`config.mk`:
```
export PLATFORM = sky130hd
export DESIGN_NAME = instr_prefetch_queue
export DESIGN_NICKNAME = d
export VERILOG_FILES = /design/src/rtl/instr_prefetch_queue.sv
export SDC_FILE = /design/constraint.sdc
export NUM_CORES = 1
export LEC_CHECK = 0
export CAP_MARGIN = 20
export CORE_MARGIN = 3
export CORE_UTILIZATION = 40
export DETAILED_ROUTE_END_ITERATION = 6
export HOLD_SLACK_MARGIN = 0.05
export PLACE_DENSITY = 0.59
export SLEW_MARGIN = 20
export SYNTH_ARGS = -nofsm -noshare
export SYNTH_HDL_FRONTEND = slang
export SYNTH_SLANG_ARGS = --single-unit
```
`constraint.sdc`:
```
create_clock -name clk -period 7.7 [get_ports clk]
set_input_delay 1.155 -clock clk [delete_from_list [all_inputs] [get_ports clk]]
set_output_delay 1.155 -clock clk [all_outputs]
set_load 0.005 [all_outputs]
```
`src/rtl/instr_prefetch_queue.sv`:
```
// Instruction prefetch queue: fetches one byte per cycle, assembles big-endian
// 32-bit words and buffers them with their PC in a small FIFO for decode.
module instr_prefetch_queue #(
    parameter int                ADDR_W   = 8,
    parameter int                DEPTH    = 4,
    parameter logic [ADDR_W-1:0] RESET_PC = '0
) (
    input  logic                       clk,
    input  logic                       reset,
    output logic [ADDR_W-1:0]          mem_addr,
    input  logic [7:0]                 mem_byte,
    input  logic                       redirect_valid,
    input  logic [ADDR_W-1:0]          redirect_pc,
    output logic                       out_valid,
    input  logic                       out_ready,
    output logic [31:0]                out_instr,
    output logic [ADDR_W-1:0]          out_pc,
    output logic [$clog2(DEPTH):0]     count
);

    localparam int PTR_W = $clog2(DEPTH);
    localparam int CNT_W = PTR_W + 1;
    localparam logic [ADDR_W-1:0] WORD_MASK = {{(ADDR_W-2){1'b1}}, 2'b00};

    typedef enum logic [2:0] {S_BYTE0, S_BYTE1, S_BYTE2, S_BYTE3, S_HOLD} state_e;

    state_e             state_q, state_d;
    logic [ADDR_W-1:0]  pc_q;
    logic [7:0]         lane0_q, lane1_q, lane2_q;
    logic [31:0]        hold_word_q;
    logic [PTR_W-1:0]   wr_ptr_q, rd_ptr_q;
    logic [CNT_W-1:0]   count_q;
    logic [31:0]        fifo_instr_q [DEPTH];
    logic [ADDR_W-1:0]  fifo_pc_q    [DEPTH];

    logic               push_req;
    logic               push;
    logic               pop;
    logic [31:0]        push_word;

    // A held word must survive until the queue frees a slot; memory is not re-read.
    assign push_word = (state_q == S_HOLD) ? hold_word_q
                                           : {lane0_q, lane1_q, lane2_q, mem_byte};
    assign out_valid = (count_q != '0);
    assign pop       = out_valid & out_ready & ~redirect_valid;
    assign push      = push_req & ~redirect_valid
                     & ((count_q < CNT_W'(DEPTH)) | pop);

    // FSM: state register
    always_ff @(posedge clk or negedge reset) begin
        if (!reset) begin
            state_q <= S_BYTE0;
        end else begin
            state_q <= state_d;
        end
    end

    // FSM: next state
    always_comb begin
        state_d = state_q;
        unique case (state_q)
            S_BYTE0: state_d = S_BYTE1;
            S_BYTE1: state_d = S_BYTE2;
            S_BYTE2: state_d = S_BYTE3;
            S_BYTE3: state_d = push ? S_BYTE0 : S_HOLD;
            S_HOLD:  state_d = push ? S_BYTE0 : S_HOLD;
            default: state_d = S_BYTE0;
        endcase
        if (redirect_valid) begin
            state_d = S_BYTE0;
        end
    end

    // FSM: outputs
    always_comb begin
        mem_addr = pc_q;
        push_req = 1'b0;
        unique case (state_q)
            S_BYTE0: mem_addr = pc_q;
            S_BYTE1: mem_addr = pc_q + ADDR_W'(1);
            S_BYTE2: mem_addr = pc_q + ADDR_W'(2);
            S_BYTE3: begin
                mem_addr = pc_q + ADDR_W'(3);
                push_req = 1'b1;
            end
            S_HOLD: begin
                mem_addr = pc_q + ADDR_W'(3);
                push_req = 1'b1;
            end
            default: mem_addr = pc_q;
        endcase
    end

    always_ff @(posedge clk or negedge reset) begin
        if (!reset) begin
            pc_q        <= RESET_PC & WORD_MASK;
            lane0_q     <= '0;
            lane1_q     <= '0;
            lane2_q     <= '0;
            hold_word_q <= '0;
            wr_ptr_q    <= '0;
            rd_ptr_q    <= '0;
            count_q     <= '0;
        end else begin
            if (state_q == S_BYTE0) lane0_q <= mem_byte;
            if (state_q == S_BYTE1) lane1_q <= mem_byte;
            if (state_q == S_BYTE2) lane2_q <= mem_byte;
            if (state_q == S_BYTE3 && !push) hold_word_q <= push_word;

            if (redirect_valid) begin
                pc_q     <= redirect_pc & WORD_MASK;
                wr_ptr_q <= '0;
                rd_ptr_q <= '0;
                count_q  <= '0;
            end else begin
                if (push) begin
                    pc_q     <= pc_q + ADDR_W'(4);
                    wr_ptr_q <= wr_ptr_q + PTR_W'(1);
                end
                if (pop) begin
                    rd_ptr_q <= rd_ptr_q + PTR_W'(1);
                end
                unique case ({push, pop})
                    2'b10:   count_q <= count_q + CNT_W'(1);
                    2'b01:   count_q <= count_q - CNT_W'(1);
                    default: count_q <= count_q;
                endcase
            end
        end
    end

    // Storage carries no reset; outputs are gated by out_valid instead.
    always_ff @(posedge clk) begin
        if (push) begin
            fifo_instr_q[wr_ptr_q] <= push_word;
            fifo_pc_q[wr_ptr_q]    <= pc_q;
        end
    end

    assign out_instr = out_valid ? fifo_instr_q[rd_ptr_q] : '0;
    assign out_pc    = out_valid ? fifo_pc_q[rd_ptr_q]    : '0;
    assign count     = count_q;

endmodule

```
==> results of run 1 <==
## where the power goes
group | internal, W | switching [W]
Clock | 0.000674 | 0.000444
Sequential | 0.00142 | 0.0000741
Combinational | 0.000192 | 0.000144
## worst min-delay path by stage
stage | depth (start not counted) | from | end | slack, ns
2_1_floorplan | 1 | hold_word_q[24]$_DFFE_PN0P_ | hold_word_q[24]$_DFFE_PN0P_ | 0.46
3_3_place_gp | 1 | hold_word_q[24]$_DFFE_PN0P_ | hold_word_q[24]$_DFFE_PN0P_ | 0.47
3_5_place_dp | 1 | hold_word_q[31]$_DFFE_PN0P_ | hold_word_q[31]$_DFFE_PN0P_ | 0.49
4_1_cts | 1 | hold_word_q[31]$_DFFE_PN0P_ | hold_word_q[31]$_DFFE_PN0P_ | 0.51
5_1_grt | 1 | hold_word_q[12]$_DFFE_PN0P_ | hold_word_q[12]$_DFFE_PN0P_ | 0.51
6_report | 1 | hold_word_q[31]$_DFFE_PN0P_ | hold_word_q[31]$_DFFE_PN0P_ | 0.51
## routing by layer
layer / part of all wire [%] / vias to the layer above / wire, microns
li1: - / 2280 / -
met3: 4.1 / 28 / 743
met4: 1.9 / 0 / 342
met5: 0 / - / 0
met1: 45 / 2537 / 8260
met2: 49 / 93 / 8960
## sequential cells by signal (all words and copies together) (netlist names)
| name | count |
|---|---|
| fifo_instr_q | 128 |
| hold_word_q | 32 |
| fifo_pc_q | 24 |
| lane0_q | 8 |
| lane1_q | 8 |
| lane2_q | 8 |
| pc_q | 6 |
| count | 3 |
| state_q | 3 |
| rd_ptr_q | 2 |
| wr_ptr_q | 2 |
## final cells by class
class	count	share of cell area (%)
Sequential cell	224	57.7
Multi-Input combinational cell	323	25.1
Timing Repair Buffer	73	6.46
Clock buffer	32	6.06
Tap cell	313	3.55
Clock inverter	10	0.952
Inverter	6	0.204
## synth_stat cells (2+ instances only)
master    count
edfxtp_1    152
nand2_1     107
dfrtp_1      72
mux2_2       57
and2_1       42
mux4_2       39
clkbuf_1     23
nor2_1        8
buf_2         7
buf_4         7
nor3_1        7
inv_1         6
ha_1          5
o21ai_0       5
xor2_1        5
nand3_1       4
a21oi_1       3
a31oi_1       3
buf_1         3
o21ai_1       3
a211oi_2      2
mux2i_1       2
nand2b_1      2
nor2_2        2
nor2b_1       2
nor3b_1       2
xnor2_1       2
## cells in the final DEF (no fill, tap or decap), types with 6 or more instances in the layout
cell type        instances
nor2_1                   8
clkdlybuf4s50_1         66
edfxtp_1               152
and2_1                  38
clkbuf_16               23
mux4_2                  39
mux2_2                  57
inv_1                    6
nand2_1                107
buf_4                    7
clkbuf_8                 6
nor3_1                   7
dfrtp_1                 71
## metrics by stage
| step | power (W) | instances | worst slack [ns] |
|---|---|---|---|
| 6_report | 0.00295 | 981 | 3.44 |
| 5_1_grt | 0.00309 | 981 | 3.21 |
| 4_1_cts | 0.00298 | 981 | 3.34 |
| 3_5_place_dp | 0.00187 | 939 | 3.89 |
| 3_3_place_gp | 0.00185 | 939 | 3.79 |
| 2_1_floorplan | 0.00172 | 593 | 4.70 |
## cells by family after synthesis
family,share of synthesized area (%)
other,0.0402
AO/OA/AOI/OAI,1.78
multiplexers,16.6
adder cells (fa/ha/maj),0.886
flip-flops,68.3
XOR/XNOR,0.657
buffers and inverters,2.23
AND/OR/NAND/NOR,9.50
==> impl_metrics.toml, run 1 <==
[hold_path]
hold_class = "register to register"

[detailed_routing]
dr.first_iter.drc_count = 270
vias_per_cell = 5.03
antenna_left = 0
wl_per_cell_microns = 18.7
drc_errors = 0
dr.pass1.iters = 4
num_vias = 4938
wirelength_microns = 18300

[clock_tree]
hold_buffers = 0
numCtsBuffers = 23
cts_sinks = 224
cts-root-buf = "clkbuf_16"
h-tree-depth = 1
cts_tree = "done"
clkLatencyLatePin_ns = 0.50
cts_resized = 0
clk_pin_slew_ns = 0.06
cts_setup_buffers = 0
clockBufferDepth = 3

[timing]
setup-violations-final = 0
clock.fmax_mhz = 235
slew_headroom_pct = 37.1
slew_viol_final = 0
tns_ns = 0
finalHoldViolations = 0
finalCriticalPeriod_ns = 4.26
fin_skew_ns = 0.0153
period_share_pct = 55.4
worstMarginPinSlew_ns = 0.943
rsz0062_at_grt = "no"
fin_hold_ws_ns = 0.506

[pwr]
ir_worst_vdd_uv = 138
p_leak_nw = 4.00
power.density_nw_per_um2 = 268

[die]
io_pins = 72
die_area_sq_um = 25200
fp-row-count = 55
die_h_microns = 159
start_util_pct = 40.9
core_area_sq_um = 22800
die_w_microns = 159

[setup_path]
crit_type = "register to output port"
max_stage_delay_ns = 0.86
cpLargestDelayFamily = "buffers and inverters"
worst_path_max_delay_cell = "dfrtp_2"
cp-endpoint = "out_instr[9]"
arrival_ns = 3.11
rr_endpoint = "count[2]$_DFFE_PN0P_"
path_depth = 4
critPathLaunchType = "register"
r2r_cells = 7
critPathRequiredTime_ns = 6.55
end_kind = "output port"
r2r-start = "state_q[1]$_DFF_PN0_"
cp_max_fo = 21
ff2ff_setup_slack_ns = 5.19
worstPathCellList = "buf_4 -> mux4_2 -> and2_1 -> clkdlybuf4s50_1"
critPathBufInv = 2
crit_path_start = "rd_ptr_q[0]$_DFFE_PN0P_"

[layout]
multi_input_area_sq_um = 2770
drive_gt1_share_pct = 23.5
area_growth_pct = 18.4
seqCellArea_sq_um = 6370
utilization_pct = 48.5
n_fill_cell = 1936
final_area_sq_um = 11000
final_nets = 677
num_antenna_cells = 0

[synthesis]
synth-edff-count = 152
avgSynthCellArea_sq_um = 15.8
syn_inst = 592
synth-seq-cells = 224
ys_types = 47
synthArstFlopShare_pct = 32.1
yosysTopAreaCellShare_pct = 48.9
synth.largest_area_cell = "edfxtp_1"
synth_area_leaders = "edfxtp_1 (49%), dfrtp_1 (19%), mux4_2 (9.4%)"
synth_ff_type = "edfxtp_1"
seq_area_frac_synth_pct = 68.3
yosys_warnings = 0
syn_area_sq_um = 9330

[global_routing]
grt_pass1_vias = 5285
use_met2_pct = 25.3
top_usage_layer = "met2"
grt_overflow_total = 0
grt_max_degree = 73
antenna_found_initial = 0
use_met1_pct = 20.7
gr-usage-all-layers_pct = 15.0
grt_pass1_wl_microns = 29200
grt_use_met3_pct = 2.17

[placement]
dp_hpwl_microns = 10600
port-buffer-count = 67
gp_congestion = 0.763
placed_cell_area_sq_um = 10300

[run]
drv_cap = 0

[run_status]
status = "finished clean"
(Power assumes the default switching activity.)
==> run 2, diff against run 1 <==
Clock period 7.7 ns to 4.1 ns, I/O delays scaled along.
==> run 2 against run 1 <==
Largest cell class unchanged. Cell count grew 0.71%. Final area is the same. Clock power grew 72%.
==> impl_metrics.toml, run 2 (synthesis results as in run 1) <==
[run_status]
status = "finished clean"

[layout]
area_growth_pct = 18.4
utilization_pct = 48.5
final_common_cell = "edfxtp_1"
regMostFlops = "fifo_instr_q"
final_nets = 685
largest_register_ffs = 128
reg.largest.list = "fifo_instr_q x128, hold_word_q x32, fifo_pc_q x24"
n_fill_cell = 1943
drive_gt1_share_pct = 24.3
mostFrequentLayoutCells = "edfxtp_1 (152), nand2_1 (107), dfrtp_1 (71)"
num_antenna_cells = 0

[setup_path]
critPathRequiredTime_ns = 3.48
arrival_ns = 2.66
critPathLaunchType = "register"
cp_max_fo = 11
end_kind = "output port"
crit_type = "register to output port"
ff2ff_setup_slack_ns = 1.48

[pwr]
p_leak_nw = 4.01
intPower_w = 0.00415
power.density_nw_per_um2 = 488
combPwrFrac_pct = 12.0
switching_share_pct = 23.0
p_seq_share_pct = 52.2
p_switching_w = 0.00124
power.share.clock_pct = 35.8
ir_worst_vdd_uv = 257

[die]
start_util_pct = 40.9
fp-row-count = 55
die_h_microns = 159
io_pins = 72
die_w_microns = 159
die_area_sq_um = 25200
core_area_sq_um = 22800

[detailed_routing]
vias_per_cell = 5.12
num_vias = 5057
dr.first_iter.drc_count = 243
wirelength_microns = 18900
dr.pass1.iters = 4
wl_per_cell_microns = 19.1
drc_errors = 0
antenna_left = 0

[clock_tree]
h-tree-depth = 1
hold_buffers = 0
cts-root-buf = "clkbuf_16"
cts_setup_buffers = 0
clkLatencyLatePin_ns = 0.51
cts_tree = "done"
clk_pin_slew_ns = 0.06
clockBufferDepth = 3
cts_sinks = 224
cts_resized = 0
numCtsBuffers = 23

[timing]
rsz0062_at_grt = "no"
slew_headroom_pct = 36.1
finalCriticalPeriod_ns = 3.27
tns_ns = 0
setup-violations-final = 0
worstMarginPinSlew_ns = 0.959
slew_viol_final = 0
fin_skew_ns = 0.0105
period_share_pct = 79.8
finalHoldViolations = 0
clock.fmax_mhz = 306

[global_routing]
grt_overflow_total = 0
gr-usage-all-layers_pct = 15.6
grt_pass1_wl_microns = 30200
grt_max_degree = 73
grt_pass1_vias = 5425
antenna_found_initial = 0

[hold_path]
hold_class = "primary input to asynchronous set/reset pin"

[placement]
dp_hpwl_microns = 11100
gp_congestion = 0.741
port-buffer-count = 67

[run]
drv_cap = 0
[run 2: final timing paths]
check,cells after the start,startpoint,end
min reg2reg,1,hold_word_q[8]$_DFFE_PN0P_,hold_word_q[8]$_DFFE_PN0P_
min in group clk,1,hold_word_q[8]$_DFFE_PN0P_,hold_word_q[8]$_DFFE_PN0P_
max in group asynchronous,1,reset,rd_ptr_q[0]$_DFFE_PN0P_
max reg2reg,5,state_q[1]$_DFF_PN0_,fifo_instr_q[2][7]$_DFFE_PP_
min,1,reset,lane1_q[6]$_DFFE_PN0P_
max,4,rd_ptr_q[0]$_DFFE_PN0P_,out_instr[16]
[run 2: stage by stage]
stage                     total power [W]  hold slack, ns  setup slack (ns)  area (sq um)  instances
final                             0.00539           0.254             0.830         11000        988
after global routing              0.00563           0.343             0.657         11000        988
after CTS                         0.00546           0.295             0.765         11000        988
after detailed placement          0.00352           0.493             0.801         10300        947
after global placement            0.00347           0.475             0.869         10300        947
after floorplan                   0.00323           0.319              1.50          9330        593
[run 2: power groups by stage]
stage / combinational, W / sequential (W) / clock, W
3_5_place_dp: 0.000661 / 0.00285 / 0
2_1_floorplan: 0.000432 / 0.00280 / 0
6_report: 0.000649 / 0.00281 / 0.00193
4_1_cts: 0.000664 / 0.00281 / 0.00199
5_1_grt: 0.000719 / 0.00284 / 0.00207
3_3_place_gp: 0.000637 / 0.00284 / 0
[run 2: worst max-delay path, cell delays in order (launching register included)]
cell and delay [ns]:
dfrtp_2 0.61, buf_4 0.36, mux4_2 0.56, and2_1 0.17, clkdlybuf4s50_1 0.44
[run 2: metal layers]
metal / share of wire, % / GRT usage, % / routed length [microns] / vias to the layer above
met1: 44 / 21.1 / 8360 / 2638
met3: 4.6 / 2.39 / 867 / 31
met2: 49 / 26.6 / 9300 / 102
met4: 1.8 / 3.97 / 342 / 0
li1: - / - / - / 2286
met5: 0 / 0 / 0 / -
[run 2: area by class of cell]
| type | count | area (sq um) | share of cell area (%) |
|---|---|---|---|
| Timing Repair Buffer | 81 | 786 | 7.12 |
| Clock inverter | 12 | 67.6 | 0.612 |
| Clock buffer | 29 | 639 | 5.79 |
| Inverter | 6 | 22.5 | 0.204 |
| Tap cell | 313 | 392 | 3.55 |
| Sequential cell | 224 | 6370 | 57.7 |
| Multi-Input combinational cell | 323 | 2760 | 25.0 |
